<file path="config.mk">
export PLATFORM = sky130hd
export DESIGN_NAME = fifo_uart_tx
export DESIGN_NICKNAME = d
export VERILOG_FILES = /design/src/rtl/fifo_uart_tx.sv
export SDC_FILE = /design/constraint.sdc
export NUM_CORES = 1
export LEC_CHECK = 0
export ABC_AREA = 0
export CAP_MARGIN = 20
export CORE_MARGIN = 5
export CORE_UTILIZATION = 35
export DETAILED_ROUTE_END_ITERATION = 7
export PLACE_DENSITY = 0.57
export SLEW_MARGIN = 20
export SYNTH_ARGS = -nofsm -noshare
export SYNTH_HDL_FRONTEND = slang
export SYNTH_SLANG_ARGS = --single-unit
</file>
<file path="constraint.sdc">
create_clock -name clk -period 2.2 [get_ports clk]
set_input_delay 0.44 -clock clk [delete_from_list [all_inputs] [get_ports clk]]
set_output_delay 0.44 -clock clk [all_outputs]
set_load 0.01 [all_outputs]
</file>
<file path="src/rtl/fifo_uart_tx.sv">
// Drain stage for the synchronous FIFO: pops one word at a time and sends it
// as a UART frame (start bit, LSB-first data, STOP_BITS stop bits).
//
// state | meaning
// IDLE  | line high, waiting for tx_enable && !fifo_empty
// FETCH | fifo_r_en high for one clock
// LOAD  | FIFO read data valid, captured into shift_reg
// START | start bit (line low)
// DATA  | data bits, LSB first
// STOP  | stop bit(s) (line high), frame_done on the last clock
module fifo_uart_tx #(
    parameter int DATA_WIDTH   = 8,
    parameter int CLKS_PER_BIT = 4,
    parameter int STOP_BITS    = 1
) (
    input  logic                  clk,
    input  logic                  rst,
    input  logic                  fifo_empty,
    input  logic [DATA_WIDTH-1:0] fifo_data,
    output logic                  fifo_r_en,
    input  logic                  tx_enable,
    output logic                  tx,
    output logic                  busy,
    output logic                  frame_done
);
    localparam int CW = (CLKS_PER_BIT > 1) ? $clog2(CLKS_PER_BIT) : 1;
    localparam int IW = (DATA_WIDTH > 1) ? $clog2(DATA_WIDTH) : 1;
    localparam int SW = (STOP_BITS > 1) ? $clog2(STOP_BITS) : 1;
    localparam logic [CW-1:0] CNT_LAST  = CW'(CLKS_PER_BIT - 1);
    localparam logic [IW-1:0] IDX_LAST  = IW'(DATA_WIDTH - 1);
    localparam logic [SW-1:0] STOP_LAST = SW'(STOP_BITS - 1);

    typedef enum logic [2:0] {IDLE, FETCH, LOAD, START, DATA, STOP} state_t;

    state_t                state, state_nxt;
    logic [CW-1:0]         cnt, cnt_nxt;
    logic [IW-1:0]         idx, idx_nxt;
    logic [SW-1:0]         stop_cnt, stop_cnt_nxt;
    logic [DATA_WIDTH-1:0] shift_reg;
    logic                  tx_nxt;
    logic                  bit_end;

    assign bit_end = (cnt == CNT_LAST);

    always_ff @(posedge clk or negedge rst) begin
        if (!rst) begin
            state     <= IDLE;
            cnt       <= '0;
            idx       <= '0;
            stop_cnt  <= '0;
            shift_reg <= '0;
            tx        <= 1'b1;
        end else begin
            state    <= state_nxt;
            cnt      <= cnt_nxt;
            idx      <= idx_nxt;
            stop_cnt <= stop_cnt_nxt;
            tx       <= tx_nxt;
            if (state == LOAD) begin
                shift_reg <= fifo_data;
            end
        end
    end

    always_comb begin
        state_nxt    = state;
        cnt_nxt      = cnt;
        idx_nxt      = idx;
        stop_cnt_nxt = stop_cnt;
        fifo_r_en    = 1'b0;
        frame_done   = 1'b0;
        busy         = (state != IDLE);
        case (state)
            IDLE: begin
                if (tx_enable && !fifo_empty) begin
                    state_nxt = FETCH;
                end
            end
            FETCH: begin
                fifo_r_en = 1'b1;
                state_nxt = LOAD;
            end
            LOAD: begin
                cnt_nxt      = '0;
                idx_nxt      = '0;
                stop_cnt_nxt = '0;
                state_nxt    = START;
            end
            START: begin
                cnt_nxt = bit_end ? '0 : cnt + 1'b1;
                if (bit_end) begin
                    state_nxt = DATA;
                end
            end
            DATA: begin
                cnt_nxt = bit_end ? '0 : cnt + 1'b1;
                if (bit_end) begin
                    if (idx == IDX_LAST) begin
                        idx_nxt   = '0;
                        state_nxt = STOP;
                    end else begin
                        idx_nxt = idx + 1'b1;
                    end
                end
            end
            STOP: begin
                cnt_nxt = bit_end ? '0 : cnt + 1'b1;
                if (bit_end) begin
                    if (stop_cnt == STOP_LAST) begin
                        frame_done   = 1'b1;
                        stop_cnt_nxt = '0;
                        state_nxt    = IDLE;
                    end else begin
                        stop_cnt_nxt = stop_cnt + 1'b1;
                    end
                end
            end
            default: state_nxt = IDLE;
        endcase
    end

    // tx is registered, so it is driven from the state being entered
    always_comb begin
        tx_nxt = 1'b1;
        case (state_nxt)
            START:   tx_nxt = 1'b0;
            DATA:    tx_nxt = shift_reg[idx_nxt];
            default: tx_nxt = 1'b1;
        endcase
    end

endmodule

</file>
## Word-level counts from Yosys, hierarchy flattened

Index checks and enable logic that the tools add are counted.

- Logic and storage cells: 50
- Bits in latches: 0
- Memories kept: 0
- Register bits: 18
- Output and inout bits: 4
- Memory bits (read-only): 0
- Memory bits (writable): 0

- Bitwise operators: 0
- Magnitude comparators: 1
- Reductions and logical operators: 8
- Mux-type cells: 22
- Add/sub/neg operators: 3
- Equality and inequality tests: 10
- Multipliers: 0
- Div/mod/pow operators: 0
- Shift operators: 0

Operators by type and width:

| operator | number |
|---|---|
| two-way mux 3 bit | 8 |
| one-hot mux 3 bit (6 select lines) | 1 |
| == test 3 bit, second input constant | 4 |
| == test 3 x 2 -> 1 bit, second input constant | 3 |
| two-way mux 1 bit | 7 |
| one-hot mux 3 bit (2 select lines) | 1 |
| less-than comparator 3 x 4 -> 1 bit, second input constant | 1 |
| one-hot mux 1 bit (2 select lines) | 2 |
| one-hot mux 2 bit (2 select lines) | 1 |
| nonzero test 2 bit | 2 |
| adder 3 x 1 -> 3 bit, second input constant | 1 |
| binary-select mux 1 bit (select 3 bit) | 1 |
| == test 3 x 1 -> 1 bit, second input constant | 1 |
| zero test 3 bit | 1 |
| nonzero test 3 bit | 1 |
| OR reduction 3 bit | 1 |
| adder 2 x 1 -> 2 bit, second input constant | 1 |
| == test 2 bit, second input constant | 1 |
| two-way mux 2 bit | 1 |
| inequality test 2 bit, second input constant | 1 |
| AND reduction 2 bit | 1 |
| adder 1 bit, second input constant | 1 |
| logical AND 1 bit | 1 |
| zero test 1 bit | 1 |

## Depth between registers and ports, before layout

Gate-level depths: netlist (run 1).

- Depth after elaboration: 7
- Gate-level depth with buffers: 11

## Worst setup path before layout (run 1)

OpenSTA, ideal clock, no wires.

- Kind: flip-flop to flip-flop
- Start point: reg cnt[0]
- End point: reg tx
- Data required time: 2.121 ns
- Buffers on the path: 2
- Arrival: 1.920 ns
- Stages on the path, launching flop included: 12
- Slack: 0.201 ns
- Cells stage by stage: dfrtp_1 -> ha_1 -> buf_2 -> and3b_1 -> a22oi_2 -> and2_1 -> buf_6 -> inv_4 -> a2111oi_4 -> a21oi_1 -> a32oi_1 -> nor2_1

- Word-level cells in the longest chain between the ends: 6
- Elaborated cells on any way between the ends: 12
- Classes of those cells: 3 x eq/ne; 9 x mux

RTL lines:

| what | RTL line | text |
|---|---|---|
| from (decl) | 36 | `logic [CW-1:0] cnt, cnt_nxt;` |
| from (signal assigned) | 55 | `cnt <= cnt_nxt;` |
| == test 2 bit | 43 | `assign bit_end = (cnt == CNT_LAST);` |
| two-way mux 3 bit | 97 | `if (bit_end) begin` |
| one-hot mux 3 bit (2 select lines) | 73 | `case (state)` |
| named net idx_nxt[0] | 37 | `logic [IW-1:0] idx, idx_nxt;` |
| binary-select mux 1 bit (select 3 bit) | 127 | `DATA: tx_nxt = shift_reg[idx_nxt];` |
| two-way mux 1 bit (implied by the code) | 127 |  |
| one-hot mux 1 bit (2 select lines) | 125 | `case (state_nxt)` |
| named net tx_nxt | 40 | `logic tx_nxt;` |
| to (signal assigned) | 58 | `tx <= tx_nxt;` |
| to (decl) | 22 | `output logic tx,` |

The timed path passes the listed nets, and every way through them passes these cells. The select of a mux whose other input is x is not followed.
A chain may end at the register's enable or synchronous reset.

## Worst setup path after layout (run 1)

- Start point: reg state[1]
- End point: out fifo_r_en

- Word-level cells in the longest chain between the ends: 2

RTL lines:

| what | RTL line | text |
|---|---|---|
| from (decl) | 35 | `state_t state, state_nxt;` |
| from (signal assigned) | 54 | `state <= state_nxt;` |
| == test 3 x 1 -> 1 bit | 73 |  |
| two-way mux 1 bit | 73 |  |
| to (decl) | 20 | `output logic fifo_r_en,` |

Every way passes these cells.

==> out/summary.txt, run 1 <==
Seq cells post-synth: 17
CP endpoint kind: output port
Slew headroom: 0.779
DIE WIDTH: 63.1 um
Yosys top cell by area: dfrtp_1
Detail Placement HPWL: 1.48 mm
Leak pwr: 0.000577 uW
XOR/XNOR Fraction of Synth Area: 0
Req. time, crit path: 1.76 ns
Setup Viol. Count Final: 0
Worst Hold Class: input port to async pin
DR WL/cell: 13.1 um
Root Buffer: clkbuf_4
H-tree levels: 1
Routability cong.: 0.762
Async S/R FF share, synth: 1.00
Ys flop type: dfrtp_1
Ranking of synthesized cells by area: dfrtp_1 41%, mux2_2 9.1%, mux2i_1 5.1%, a21oi_1 4.6%, ha_1 3.8%
Reg-to-reg endpoint: tx$_DFF_PN1_
Die area: 3990 um2
Initial core utilization: 0.362
Power per cell area: 702 nW/um2
Simple-Gate Fraction of Synth Area: 0.154
WP data arrival: 1.64 ns
Vias per Instance: 5.03
Synth cell types: 35
Post-Synth Adder-Cell Area: 0.0380
Complex-gate fraction of the synthesized area: 0.177
Dpl ws: 0.108 ns
Dominant cell by count in the synthesized netlist: dfrtp_1
Syn nets: 106
Post-Syn Area: 988 um2
Post-synth EDFFs: 0
Worst-path maximum fanout: 12
Ant. Diodes: 0
Final period util: 0.944
Fin nets: 133
Synth top area share: 0.405
Worst r2r src: idx[0]$_DFF_PN0_
Row cnt: 19
IO Pins: 16
Die H: 63.1 um
Final std cells w/o fill: 148
Max VDD drop: 432 uV
Clock tree buffer depth: 2
Clock slew at reported path FFs: 0.10 ns
Vias: 745
Largest net degree at the start of global routing: 18
CP startpoint kind: flop
Final worst slack: 0.124 ns
Synthesized instance count: 91
Main combinational cell family by area after synthesis: compound AO/OA/AOI/OAI gates
Residual DRC count: 0
Worst-case reg-to-reg path depth: 10
Core area: 2730 um2
Synthesis warning total: 0
Number of max-cap violations: 0
Post-synthesis sequential area ratio: 0.432
CTS Buf Count: 3
Final Hold Viols: 0
GRT Resource Usage Total: 0.104
Vias in the first global route: 758
Slew Limit Fails: 0
Skew-Pair Late Insertion Delay: 0.29 ns
Max frequency: 482 MHz
Input/output buffers: 15
Share of cells above drive strength 1: 0.308
Area growth, synth to finish: 30.3%
TritonRoute pass-1 iters: 4
Max reg flops: 8
FF-to-FF setup slack: 0.17 ns
Routed Antenna Nets: 0
CTS tree: done
Placed Cells: 137
Worst setup path startpoint: state[1]$_DFF_PN0_
Worst slew pin tran: 0.332 ns
Synth Area per Inst: 10.9 um2
Setup CP Type: flop to output port
Final WL: 1.93 mm
1st-iter DRT viols: 24
Crit path time final: 2.08 ns
Clock sinks: 17
Outcome: completed
Setup repair after global routing missed its margin: no
Post-route setup TNS: 0 ns
Initial antenna violation count: 0
Worst Clk Skew: 0.00504 ns
Synth cell count leaders: 16 x dfrtp_1, 9 x a21oi_1, 8 x mux2_2
WHS: 0.458 ns
Grt total ovfl: 0
Mux cell area share after synthesis: 0.142
Global-route wire length before repair: 3.44 mm
-- worst max-delay path, cell delays in order, from the launching register on --
cell and delay [ns]:
dfrtp_2 0.50, nor2_1 0.17, and2_1 0.15, clkdlybuf4s50_1 0.53
-- how the worst max path moves through the flow --
| stage | cells past startpoint | slack (ns) | endpoint |
|---|---|---|---|
| 2_1_floorplan | 11 | 0.20 | tx$_DFF_PN1_ |
| 3_3_place_gp | 10 | 0.13 | tx$_DFF_PN1_ |
| 3_5_place_dp | 10 | 0.11 | tx$_DFF_PN1_ |
| 4_1_cts | 3 | 0.03 | frame_done |
| 5_1_grt | 3 | 0.03 | fifo_r_en |
| 6_report | 3 | 0.12 | fifo_r_en |
-- routing by layer --
layer	vias to the layer above	wire (um)	track usage
li1	383	-	-
met1	348	875	0.130
met2	12	969	0.173
met3	2	73	0.0302
met4	0	13	0.0318
met5	-	0	0
-- cells by family after synthesis --
kind of cell               Yosys count
buffers and inverters                9
muxes                               13
AOI/OAI and AO/OA                   22
DFF                                 17
and+or+nand+nor                     27
adders and majority gates            3
-- layout by cell type, fill, tap and decap left out, types with 2 or more instances in the layout --
| cell | count |
|---|---|
| buf_4 | 14 |
| mux2i_1 | 5 |
| nor2b_1 | 5 |
| nand3_1 | 2 |
| nand2b_1 | 3 |
| and2_1 | 2 |
| o21ai_0 | 2 |
| dfrtp_2 | 3 |
| clkbuf_4 | 3 |
| mux2_2 | 8 |
| clkdlybuf4s50_1 | 14 |
| nor3b_1 | 2 |
| a311oi_1 | 2 |
| ha_1 | 2 |
| nor2_1 | 6 |
| dfrtp_1 | 13 |
| a21oi_1 | 9 |
-- what timing repair did --
item                       4_1_cts  5_1_grt
setup buffers                    1        6
gates resized for setup          3        4
setup endpoints to repair        3        3
hold buffers                     0        0
-- stage by stage --
| stage | cell area (um2) | power, uW | utilization |
|---|---|---|---|
| 3_5_place_dp | 1180 | 709 | 0.433 |
| 4_1_cts | 1220 | 888 | 0.448 |
| 2_1_floorplan | 988 | 620 | - |
| 6_report | 1290 | 904 | 0.471 |
| 3_3_place_gp | 1180 | 699 | 0.433 |
| 5_1_grt | 1290 | 984 | 0.471 |
-- layout make-up --
type	instances	area, um2
Multi-Input combinational cell	65	523
Inverter	2	10.0
Clock inverter	1	5.00
Timing Repair Buffer	29	258
Clock buffer	3	22.5
Sequential cell	17	430
Tap cell	31	38.8
Fill cell	258	1450
-- power breakdown --
part,switching (uW),total [uW],leakage (uW),internal [uW]
Clock,98.4,166,0.0000177,67.5
Sequential,52.5,423,0.000200,371
Combinational,126,315,0.000359,189
Total,277,904,0.000577,627
No activity file was read; power rests on OpenSTA's default activity.
==> run 2, diff against run 1 <==
--- a/config.mk
+++ b/config.mk
@@ -9,6 +9,7 @@
 export CAP_MARGIN = 20
 export CORE_MARGIN = 5
 export CORE_UTILIZATION = 35
+export CTS_BUF_LIST = sky130_fd_sc_hd__clkbuf_16
 export DETAILED_ROUTE_END_ITERATION = 7
 export PLACE_DENSITY = 0.57
 export SLEW_MARGIN = 20
==> run 2 against run 1 <==
Die area unchanged; sequential power up 3%; largest cell class unchanged; critical endpoint is now frame_done; critical path type unchanged; clock-buffer cell count unchanged; register-to-register slack about the same; clock skew down 0.0038 ns.
==> out/summary.txt, run 2 (synthesis gave the netlist of run 1 again) <==
Row cnt: 19
Reg power frac: 0.402
Clock sinks: 17
Final WL: 1.93 mm
Clock tree buffer depth: 2
Vias per Instance: 5.20
Crit path time final: 2.06 ns
Residual DRC count: 0
Die H: 63.1 um
Core area: 2730 um2
TritonRoute pass-1 iters: 2
Die area: 3990 um2
Share of cells above drive strength 1: 0.279
Vias in the first global route: 778
Hold path endpoint: shift_reg[4]$_DFFE_PN0P_
Worst Hold Class: flop to flop
Switch Pwr: 292 uW
Most common cell after layout, fill and taps aside: clkdlybuf4s50_1
DIE WIDTH: 63.1 um
Worst r2r src: idx[0]$_DFF_PN0_
FF-to-FF setup slack: 0.17 ns
WHS Path Cells: 1
WP data arrival: 1.62 ns
Setup Viol. Count Final: 0
Skew-Pair Late Insertion Delay: 0.24 ns
Max VDD drop: 621 uV
Worst slew pin tran: 0.346 ns
Power per cell area: 834 nW/um2
Combinational Power Share: 0.264
Slew Limit Fails: 0
Sw Share: 0.271
Grt total ovfl: 0
Req. time, crit path: 1.76 ns
Leak pwr: 0.000550 uW
CTS Buf Count: 3
Outcome: completed
CP startpoint kind: flop
Max reg flops: 8
IO Pins: 16
H-tree levels: 1
Fin nets: 127
DR WL/cell: 13.6 um
Input/output buffers: 15
Area growth, synth to finish: 30.9%
Most frequent cells in the layout: 15 x clkdlybuf4s50_1, 12 x dfrtp_1, 9 x a21oi_1
Global-route wire length before repair: 3.50 mm
Largest net degree at the start of global routing: 18
Worst-path maximum fanout: 15
Vias: 739
Setup CP Type: flop to output port
Worst-case reg-to-reg path depth: 10
Cell-internal power: 787 uW
Number of max-cap violations: 0
Detail Placement HPWL: 1.48 mm
Clock slew at reported path FFs: 0.05 ns
CTS tree: done
Setup repair after global routing missed its margin: no
Slew headroom: 0.769
Post-route design area: 1290 um2
CP endpoint kind: output port
Ant. Diodes: 0
Initial core utilization: 0.362
Clock network power share: 0.334
Root Buffer: clkbuf_16
DP Area: 1180 um2
Routed Antenna Nets: 0
Post-route setup TNS: 0 ns
Final Hold Viols: 0
Final period util: 0.936
1st-iter DRT viols: 25
GRT Resource Usage Total: 0.106
Worst Clk Skew: 0.00126 ns
Initial antenna violation count: 0
Routability cong.: 0.762
Reg-to-reg endpoint: tx$_DFF_PN1_
Hold path startpoint: shift_reg[4]$_DFFE_PN0P_
Max frequency: 486 MHz
[run 2: worst max path at each step]
stage                                   from      endpoint  slack, ns
after CTS                 cnt[0]$_DFFE_PN0P_    frame_done      0.007
final                     state[1]$_DFF_PN0_    frame_done       0.14
after detailed placement    idx[0]$_DFF_PN0_  tx$_DFF_PN1_       0.11
after floorplan           cnt[0]$_DFFE_PN0P_  tx$_DFF_PN1_       0.20
after global routing        idx[0]$_DFF_PN0_  tx$_DFF_PN1_       0.03
after global placement      idx[0]$_DFF_PN0_  tx$_DFF_PN1_       0.13
[run 2: layer usage]
metal  global-route usage  part of all wire  vias up
met1                0.132              0.46      363
li1                     -                 -      366
met4               0.0239            0.0047        0
met2                0.179              0.50        8
met3               0.0302             0.030        2
met5                    0                 0        -
[run 2: worst max-delay path, stage by stage (launching register included)]
cell and delay [ns]:
dfrtp_2 0.50, nand2b_1 0.23, nor2_1 0.10, clkdlybuf4s50_1 0.54
[run 2: what timing repair did]
item / CTS / global route
buffers inserted: 0 / 1
resized for setup: 0 / 7
hold buffers: 0 / 0
endpoints found under the setup margin: 0 / 3
[run 2: area by class of cell]
class	count	area, um2
flip-flops and latches	17	432
inverters	2	10.0
well taps	31	38.8
repair buffers	23	210
clock inverters	1	5.00
fillers	254	1440
clock buffers	3	75.1
multi-input cells	65	523
[run 2: power by group through the flow]
stage	Clock (uW)	Combinational (uW)	Sequential (uW)
6_report	360	285	434
4_1_cts	366	278	427
3_5_place_dp	0	277	432
3_3_place_gp	0	269	429
2_1_floorplan	0	218	402
5_1_grt	386	326	446
[run 2: metrics by stage]
| stage | instances | utilization | setup WS [ns] | hold WS [ns] | power, uW |
|---|---|---|---|---|---|
| after floorplan | 91 | - | 0.201 | 0.144 | 620 |
| after global placement | 137 | 0.433 | 0.127 | 0.491 | 699 |
| after detailed placement | 137 | 0.433 | 0.108 | 0.496 | 709 |
| after CTS | 141 | 0.462 | 0.00675 | 0.508 | 1070 |
| after global routing | 142 | 0.473 | 0.0285 | 0.520 | 1160 |
| final | 142 | 0.473 | 0.142 | 0.506 | 1080 |
